--- config.mk ---
export PLATFORM = sky130hd
export DESIGN_NAME = uart_tx_fifo
export DESIGN_NICKNAME = d
export VERILOG_FILES = /design/src/rtl/uart_pkg.sv /design/src/rtl/uart_fifo_mem.sv /design/src/rtl/uart_tx_fifo.sv
export SDC_FILE = /design/constraint.sdc
export NUM_CORES = 1
export LEC_CHECK = 0
export ABC_AREA = 1
export BUFFER_PORTS_ARGS = -buffer_cell sky130_fd_sc_hd__buf_2
export CAP_MARGIN = 30
export CORE_MARGIN = 2
export CORE_UTILIZATION = 45
export DETAILED_ROUTE_END_ITERATION = 12
export PLACE_DENSITY_LB_ADDON = 0.1
export SLEW_MARGIN = 10
export SYNTH_ARGS = -nofsm -noshare
export SYNTH_HDL_FRONTEND = slang
export SYNTH_SLANG_ARGS = --single-unit
--- constraint.sdc ---
create_clock -name clk -period 2 [get_ports clk]
set_input_delay 0.3 -clock clk [delete_from_list [all_inputs] [get_ports clk]]
set_output_delay 0.3 -clock clk [all_outputs]
set_load 0.02 [all_outputs]
--- src/rtl/uart_pkg.sv ---
`default_nettype none
// ============================================================================
// Module      : uart_pkg
// Description : Shared byte type and transmit-sequencer state encoding for the
//               UART transmit path.
// Revision    : 1.0 - initial release
// ============================================================================
package uart_pkg;

    typedef logic [7:0] byte_t;

    typedef enum logic [1:0] {
        IDLE      = 2'd0,
        LAUNCH    = 2'd1,
        WAIT_BUSY = 2'd2,
        WAIT_DONE = 2'd3
    } tx_seq_state_e;

endpackage : uart_pkg
`default_nettype wire

--- src/rtl/uart_fifo_mem.sv ---
`default_nettype none
// ============================================================================
// Module      : uart_fifo_mem
// Description : DEPTH x byte register array, one synchronous write port and
//               one asynchronous read port. Contents are not reset.
// Revision    : 1.0 - initial release
// ============================================================================
module uart_fifo_mem
    import uart_pkg::*;
#(
    parameter int DEPTH  = 16,
    parameter int ADDR_W = $clog2(DEPTH)
) (
    input  logic              clk,
    input  logic              i_wr_en,
    input  logic [ADDR_W-1:0] i_wr_addr,
    input  logic [7:0]        i_wr_data,
    input  logic [ADDR_W-1:0] i_rd_addr,
    output logic [7:0]        o_rd_data
);

    byte_t r_mem [DEPTH];

    always_ff @(posedge clk) begin
        if (i_wr_en) begin
            r_mem[i_wr_addr] <= i_wr_data;
        end
    end

    assign o_rd_data = r_mem[i_rd_addr];

endmodule : uart_fifo_mem
`default_nettype wire

--- src/rtl/uart_tx_fifo.sv ---
`default_nettype none
// ============================================================================
// Module      : uart_tx_fifo
// Description : Byte FIFO plus launch sequencer feeding the UART transmitter,
//               pacing launches on the transmitter busy flag.
//               Optional build macro UART_TX_FIFO_STATS_EN adds the sticky
//               overflow flag and saturating dropped-write counter.
// Revision    : 1.0 - initial release
// ============================================================================
module uart_tx_fifo
    import uart_pkg::*;
#(
    parameter int DEPTH     = 16,
    parameter int AFULL_LVL = 12
) (
    input  logic                     clk,
    input  logic                     reset_n,
    input  logic                     wr_en,
    input  logic [7:0]               wr_data,
    output logic                     full,
    output logic                     almost_full,
    output logic                     empty,
    output logic [$clog2(DEPTH):0]   count,
    output logic                     tx_start,
    output logic [7:0]               tx_data,
    input  logic                     tx_busy,
    output logic                     overflow,
    output logic [15:0]              drop_cnt
);

    localparam int                 c_PTR_W     = $clog2(DEPTH);
    localparam int                 c_CNT_W     = c_PTR_W + 1;
    localparam logic [c_CNT_W-1:0] c_DEPTH_CNT = c_CNT_W'(DEPTH);
    localparam logic [c_CNT_W-1:0] c_AFULL_CNT = c_CNT_W'(AFULL_LVL);

    logic [c_PTR_W-1:0] r_wr_ptr;
    logic [c_PTR_W-1:0] r_rd_ptr;
    logic [c_CNT_W-1:0] r_count;
    tx_seq_state_e      r_state;

    logic               w_push;
    logic               w_pop;
    logic [7:0]         w_rd_data;

    // Full comes from the registered count, so a same-cycle pop never
    // admits a write that arrived while full.
    assign full        = (r_count == c_DEPTH_CNT);
    assign almost_full = (r_count >= c_AFULL_CNT);
    assign empty       = (r_count == '0);
    assign count       = r_count;

    assign w_push = wr_en & ~full;
    assign w_pop  = (r_state == LAUNCH);

    uart_fifo_mem #(
        .DEPTH  (DEPTH),
        .ADDR_W (c_PTR_W)
    ) u_mem (
        .clk       (clk),
        .i_wr_en   (w_push),
        .i_wr_addr (r_wr_ptr),
        .i_wr_data (wr_data),
        .i_rd_addr (r_rd_ptr),
        .o_rd_data (w_rd_data)
    );

    always_ff @(posedge clk or negedge reset_n) begin
        if (!reset_n) begin
            r_wr_ptr <= '0;
            r_rd_ptr <= '0;
            r_count  <= '0;
        end else begin
            if (w_push) begin
                r_wr_ptr <= r_wr_ptr + 1'b1;
            end
            if (w_pop) begin
                r_rd_ptr <= r_rd_ptr + 1'b1;
            end
            case ({w_push, w_pop})
                2'b10:   r_count <= r_count + 1'b1;
                2'b01:   r_count <= r_count - 1'b1;
                default: r_count <= r_count;
            endcase
        end
    end

    // LAUNCH is only entered with count != 0, so the pop never underflows.
    always_ff @(posedge clk or negedge reset_n) begin
        if (!reset_n) begin
            r_state <= IDLE;
        end else begin
            case (r_state)
                IDLE:      if (r_count != '0) r_state <= LAUNCH;
                LAUNCH:    r_state <= WAIT_BUSY;
                WAIT_BUSY: if (tx_busy)       r_state <= WAIT_DONE;
                WAIT_DONE: if (!tx_busy)      r_state <= IDLE;
                default:   r_state <= IDLE;
            endcase
        end
    end

    assign tx_start = (r_state == LAUNCH);
    assign tx_data  = tx_start ? w_rd_data : 8'h00;

`ifdef UART_TX_FIFO_STATS_EN
    logic        r_overflow;
    logic [15:0] r_drop_cnt;
    logic        w_drop;

    assign w_drop = wr_en & full;

    always_ff @(posedge clk or negedge reset_n) begin
        if (!reset_n) begin
            r_overflow <= 1'b0;
            r_drop_cnt <= '0;
        end else if (w_drop) begin
            r_overflow <= 1'b1;
            if (r_drop_cnt != 16'hFFFF) begin
                r_drop_cnt <= r_drop_cnt + 16'd1;
            end
        end
    end

    assign overflow = r_overflow;
    assign drop_cnt = r_drop_cnt;
`else
    assign overflow = 1'b0;
    assign drop_cnt = 16'h0000;
`endif

endmodule : uart_tx_fifo
`default_nettype wire
==> run summary, run 1 <==
Status - finished, violations left
Violated checks - setup timing
Commonest non-fill, non-tap cell in the layout - nand2_1
Max_slew headroom - 57.2%
Largest net degree at the start of global routing - 33
Comb pwr share - 43.9%
Area contributors post-synth - edfxtp_1, nand2_1, nand3_1, dfrtp_1, inv_1
Vias/cell - 5.01
Sw Ratio - 37.2%
CTS Root Cell - clkbuf_16
Setup WS post-layout - -0.232 ns
Final clock skew - 0.00636 ns
WS Path Type - flop to output port
# clock sinks - 143
Avg WL per Cell - 17.5 um
Dominant cell type by area after synthesis - edfxtp_1
Yosys top cell area share - 58.8%
Clock slew at reported path FFs - 0.06 ns
Worst path max stage delay - 0.46 ns
Yosys warnings - 0
Share of cells above drive strength 1 - 26.2%
WP data arrival - 1.93 ns
Antenna-violating nets left - 0
Final hold vios - 0
Area of the die - 15500 um^2
Critical-path cell list - inv_8 -> buf_12 -> buf_12 -> nand2_4 -> nand2_2 -> nand2_2 -> nand3_4 -> nand3_2 -> a21oi_2 -> buf_4
Area Growth Syn to Fin - 28.7%
Total congestion overflow - 0
FF/Latch Area - 4230 um^2
Multi-input gate area - 2150 um^2
Commonest non-fill, non-tap cells in the layout - nand2_1, edfxtp_1, inv_1
Max clock buf depth - 2
Fin cells - 917
Core area - 14400 um^2
RSZ-0062 raised after global routing - yes
Yosys cell types - 23
Worst VDD drop - 0.817 mV
Worst slew pin tran - 0.639 ns
Pwr dens - 1530 nW/um^2
P_sw - 4.79 mW
Final-report setup violation count - 8
Max_cap viols - 0
IO buf count - 28
Top delay family on crit path - buffers and inverters
CP max FO - 7
Min-Delay Path Class - input pin to flop
Placed instance area - 7060 um^2
Leakage - 3.66 nW
Initial Utilization - 45.5%
Final cycle utilization of the critical path - 112%
Antenna Cells - 0
Vias in the first global route - 4529
Final GP Congestion - 0.841
Die height - 125 um
DR vias - 4593
Avg Cell Area, Syn - 10.1 um^2
Clock power frac - 25.8%
Worst Setup Slack post-DPL - 0.0673 ns
Finished Core Util - 58.6%
Initial antenna violation count - 0
First drt pass iteration count - 5
Global-route wire length before repair - 24.8 mm
Die Wd - 125 um
Hold WS - 0.147 ns
Yosys reg bits - 143
Io pins - 46
WL final - 16.0 mm
Post-route design area - 8420 um^2
CTS buffer count - 17
Sequential-to-total area share from yosys stat - 64.5%
H-tree depth - 4
Max-slew violation count - 0
Residual DRC count - 0
CP bufs+invs - 4
Reg power frac - 30.3%
DP HPWL - 9.58 mm
# fillers - 1209
Cells after DPL - 867
Critical path required time - 1.70 ns
Total power - 12.9 mW
Post-Syn Area - 6540 um^2
Final net count - 745
Crit path max-delay cell type - dfrtp_2
Crit start category - flop
Peak Freq - 0.448 GHz
Cells after synthesis - 645
Worst setup EP type - output port
Internal Power - 8.09 mW
Final Critical Period - 2.23 ns
Worst skew pair latency - 0.42 ns
Row count - 44
TNS Setup - -1.69 ns
Initial DRC Count - 345
GRT Resource Usage Total - 21.6%
CTS tree - done
cell type report:
type	instances	share of cell area, %
Sequential cell	143	50.2
Clock inverter	13	2.23
Timing Repair Buffer	82	10.2
Clock buffer	19	5.14
Tap cell	184	2.73
Multi-Input combinational cell	389	25.5
Inverter	87	4.07
cell usage after synthesis, drive strengths merged:
cell	n
o21ai	5
xnor2	2
clkinv	1
nor3	12
nor2	9
a21oi	11
buf	38
nand3	91
clkbuf	4
nand2	215
o21bai	1
ha	13
dfrtp	15
xor2	8
mux2i	1
a21o	2
nand4	2
edfxtp	128
inv	86
conb	1
logic make-up after synthesis:
family                     Yosys count  share of synthesized area, %
AOI/OAI and AO/OA                   19                          1.57
xor gates and xnor gates            10                          1.34
adders and majority gates           13                          2.49
buffers and inverters              129                          8.93
DFF                                143                          64.5
muxes                                1                         0.153
other                                1                        0.0573
and+or+nand+nor                    329                          21.0
worst min-delay path, cell delays in order:
cell	delay [ns]
buf_2	0.11
nand3_1	0.07
nand2_1	0.05
what timing repair did:
action | in CTS | in global routing
pin swaps | 33 | 26
hold endpoints to repair | 15 | 0
gates cloned | 6 | 2
buffers inserted | 6 | 3
gates resized for setup | 65 | 42
hold buffers | 1 | 0
endpoints found under the setup margin | 8 | 11
sequential cells by signal (all words and copies together) (netlist names):
name / count
u_mem.r_mem: 128
count: 5
r_rd_ptr: 4
r_wr_ptr: 4
r_state: 2
path summary, 6_finish.rpt:
| path | startpoint | endpoint | slack [ns] | cells past startpoint |
|---|---|---|---|---|
| max | r_rd_ptr[0]$_DFFE_PN0N_ | tx_data[2] | -0.23 | 10 |
| min | wr_en | r_wr_ptr[3]$_DFFE_PN0P_ | 0.15 | 3 |
| max reg2reg | count[3]$_DFFE_PN0P_ | count[4]$_DFFE_PN0P_ | 0.07 | 12 |
| min reg2reg | r_wr_ptr[3]$_DFFE_PN0P_ | r_wr_ptr[3]$_DFFE_PN0P_ | 0.53 | 2 |
| max in group asynchronous | reset_n | count[2]$_DFFE_PN0P_ | 1.37 | 2 |
| min in group asynchronous | reset_n | r_state[1]$_DFFE_PN0P_ | 0.33 | 2 |
per-layer routing:
layer	track usage [%]	wire length [um]	vias up
met5	0	0	-
met2	36.6	8020	132
met1	26.9	6820	2211
li1	-	-	2226
met3	4.98	780	24
met4	8.46	418	0
power groups by stage:
stage          Sequential, mW  Clock, mW  Combinational, mW
6_report                 3.90       3.32               5.66
5_1_grt                  3.94       3.48               6.18
4_1_cts                  3.88       3.37               5.24
3_5_place_dp             3.93          0               4.11
3_3_place_gp             3.92          0               4.07
2_1_floorplan            3.96          0               2.66
Note: power is estimated with default switching activity, not from simulation.
==> run 2, diff against run 1 <==
--- a/constraint.sdc
+++ b/constraint.sdc
@@ -3,2 +3,2 @@
 set_output_delay 0.3 -clock clk [all_outputs]
-set_load 0.02 [all_outputs]
+set_load 0.05 [all_outputs]
==> run 2 against run 1 <==
Compared with the run above: the run still ends with setup timing left; clock skew is 0.00058 ns higher; worst setup slack worse by 0.070 ns; via count is 1.9% lower; highest routed layer unchanged; first-iteration DRC count is 41% higher; largest power group unchanged; clock power is 16% lower; largest cell class unchanged; clock-buffer cell count is 1 higher; cell area is 2.0% lower; critical path depth is 1 lower; combinational power is 3.7% higher.
==> run summary, run 2 (synthesis gave the netlist of run 1 again) <==
End of the worst register-to-register path - count[4]$_DFFE_PN0P_
Total congestion overflow - 0
Final GP Congestion - 0.916
Violated checks - setup timing
Residual DRC count - 0
Internal Power - 7.47 mW
Initial Utilization - 45.5%
IO buf count - 28
Setup slack, reg-to-reg - 0.04 ns
Initial DRC Count - 487
# clock sinks - 143
Worst setup EP type - output port
Min-Delay Path Class - input pin to flop
Worst VDD drop - 0.869 mV
Final cycle utilization of the critical path - 115%
Critical path origin - r_rd_ptr[0]$_DFFE_PN0N_
Crit start category - flop
Max-slew violation count - 0
CP max FO - 5
P_sw - 5.07 mW
Global-route wire length before repair - 24.9 mm
Final-report setup violation count - 8
End point of the critical path - tx_data[2]
Status - finished, violations left
Sw Ratio - 40.5%
Final clock skew - 0.00694 ns
Max_slew headroom - 64.5%
Io pins - 46
WP data arrival - 2.00 ns
CTS tree - done
Vias in the first global route - 4455
Critical path required time - 1.70 ns
Max FFs per register - 128
Vias/cell - 4.98
Most flops, register - u_mem.r_mem
Row count - 44
Cells after DPL - 861
Die Wd - 125 um
Worst slew pin tran - 0.532 ns
Avg WL per Cell - 17.5 um
CTS Root Cell - clkbuf_16
Leakage - 3.57 nW
Commonest non-fill, non-tap cell in the layout - nand2_1
R2r startpoint - count[3]$_DFFE_PN0P_
Pwr dens - 1520 nW/um^2
Commonest non-fill, non-tap cells in the layout - nand2_1, edfxtp_1, inv_1
DR vias - 4506
Share of cells above drive strength 1 - 24.5%
WS Path Type - flop to output port
Peak Freq - 0.434 GHz
Initial antenna violation count - 0
GRT Resource Usage Total - 21.0%
Die height - 125 um
Antenna Cells - 0
First drt pass iteration count - 4
Clock power frac - 22.2%
Area Growth Syn to Fin - 26.2%
CTS buffer count - 17
Final hold vios - 0
Comb pwr share - 46.8%
Reg power frac - 30.9%
Final Critical Period - 2.30 ns
Final net count - 734
Antenna-violating nets left - 0
Placed instance area - 7030 um^2
Clock slew at reported path FFs - 0.06 ns
DP HPWL - 9.77 mm
TNS Setup - -2.21 ns
WL final - 15.8 mm
Largest net degree at the start of global routing - 34
RSZ-0062 raised after global routing - yes
Worst Hold Depth - 3
Fin cells - 905
Setup WS post-layout - -0.302 ns
Max_cap viols - 0
Core area - 14400 um^2
H-tree depth - 4
FF-to-FF path depth - 12
Max clock buf depth - 2
Worst skew pair latency - 0.42 ns
Area of the die - 15500 um^2
Post-route design area - 8260 um^2
run 2: worst max-delay path, cell delays in order (launching register included):
cell      delay [ns]
dfrtp_2         0.43
clkinv_4        0.14
buf_12          0.17
buf_16          0.14
nand2_4         0.06
nand3_4         0.06
nand3_4         0.08
nand3_4         0.08
a21oi_4         0.22
buf_6           0.19
run 2: metrics by stage:
step	total power, mW	setup slack (ns)	hold slack [ns]	util, %
detailed placement	8.43	0.0187	0.244	48.9
global placement	8.36	0.0483	0.244	48.9
finish	12.5	-0.302	0.156	57.5
CTS	11.8	-0.250	0.151	54.4
global route	13.2	-0.372	0.163	57.5
floorplan	7.07	-0.171	0.00441	-
run 2: routing by layer:
layer / GRT usage, % / vias to the layer above / share of wire [%]
met5: 0 / - / 0
met2: 33.8 / 96 / 49
met1: 29.1 / 2177 / 46
li1: - / 2211 / -
met4: 6.28 / 0 / 1.7
met3: 4.30 / 22 / 3.6
run 2: how the worst min path moves through the flow:
stage,startpoint,endpoint,slack (ns)
finish,wr_en,r_wr_ptr[3]$_DFFE_PN0P_,0.16
global route,wr_en,r_wr_ptr[3]$_DFFE_PN0P_,0.16
CTS,wr_en,r_wr_ptr[3]$_DFFE_PN0P_,0.15
detailed placement,reset_n,count[2]$_DFFE_PN0P_,0.24
global placement,reset_n,r_state[1]$_DFFE_PN0P_,0.24
floorplan,reset_n,count[0]$_DFFE_PN0P_,0.004
run 2: power by group through the flow:
stage,Sequential [mW],Combinational (mW),Clock (mW)
3_5_place_dp,3.91,4.52,0
6_report,3.88,5.87,2.79
2_1_floorplan,4.08,2.99,0
5_1_grt,3.92,6.37,2.95
4_1_cts,3.86,5.13,2.83
3_3_place_gp,3.90,4.46,0
run 2: repair_timing:
action | in CTS | in global routing
setup endpoints to repair | 8 | 35
resized for setup | 43 | 71
gates cloned | 3 | 2
pin swaps | 18 | 30
setup buffers | 2 | 5
hold buffers | 1 | 0
hold endpoints to repair | 15 | 0
run 2: area by class of cell:
type / instances / area [um^2]
inverter: 87 / 339
fill: 1201 / 6110
sequential: 143 / 4230
clock buffer: 20 / 437
clock inverter: 11 / 75.1
timing repair buffer: 71 / 729
tap: 184 / 230
multi-input combinational: 389 / 2220
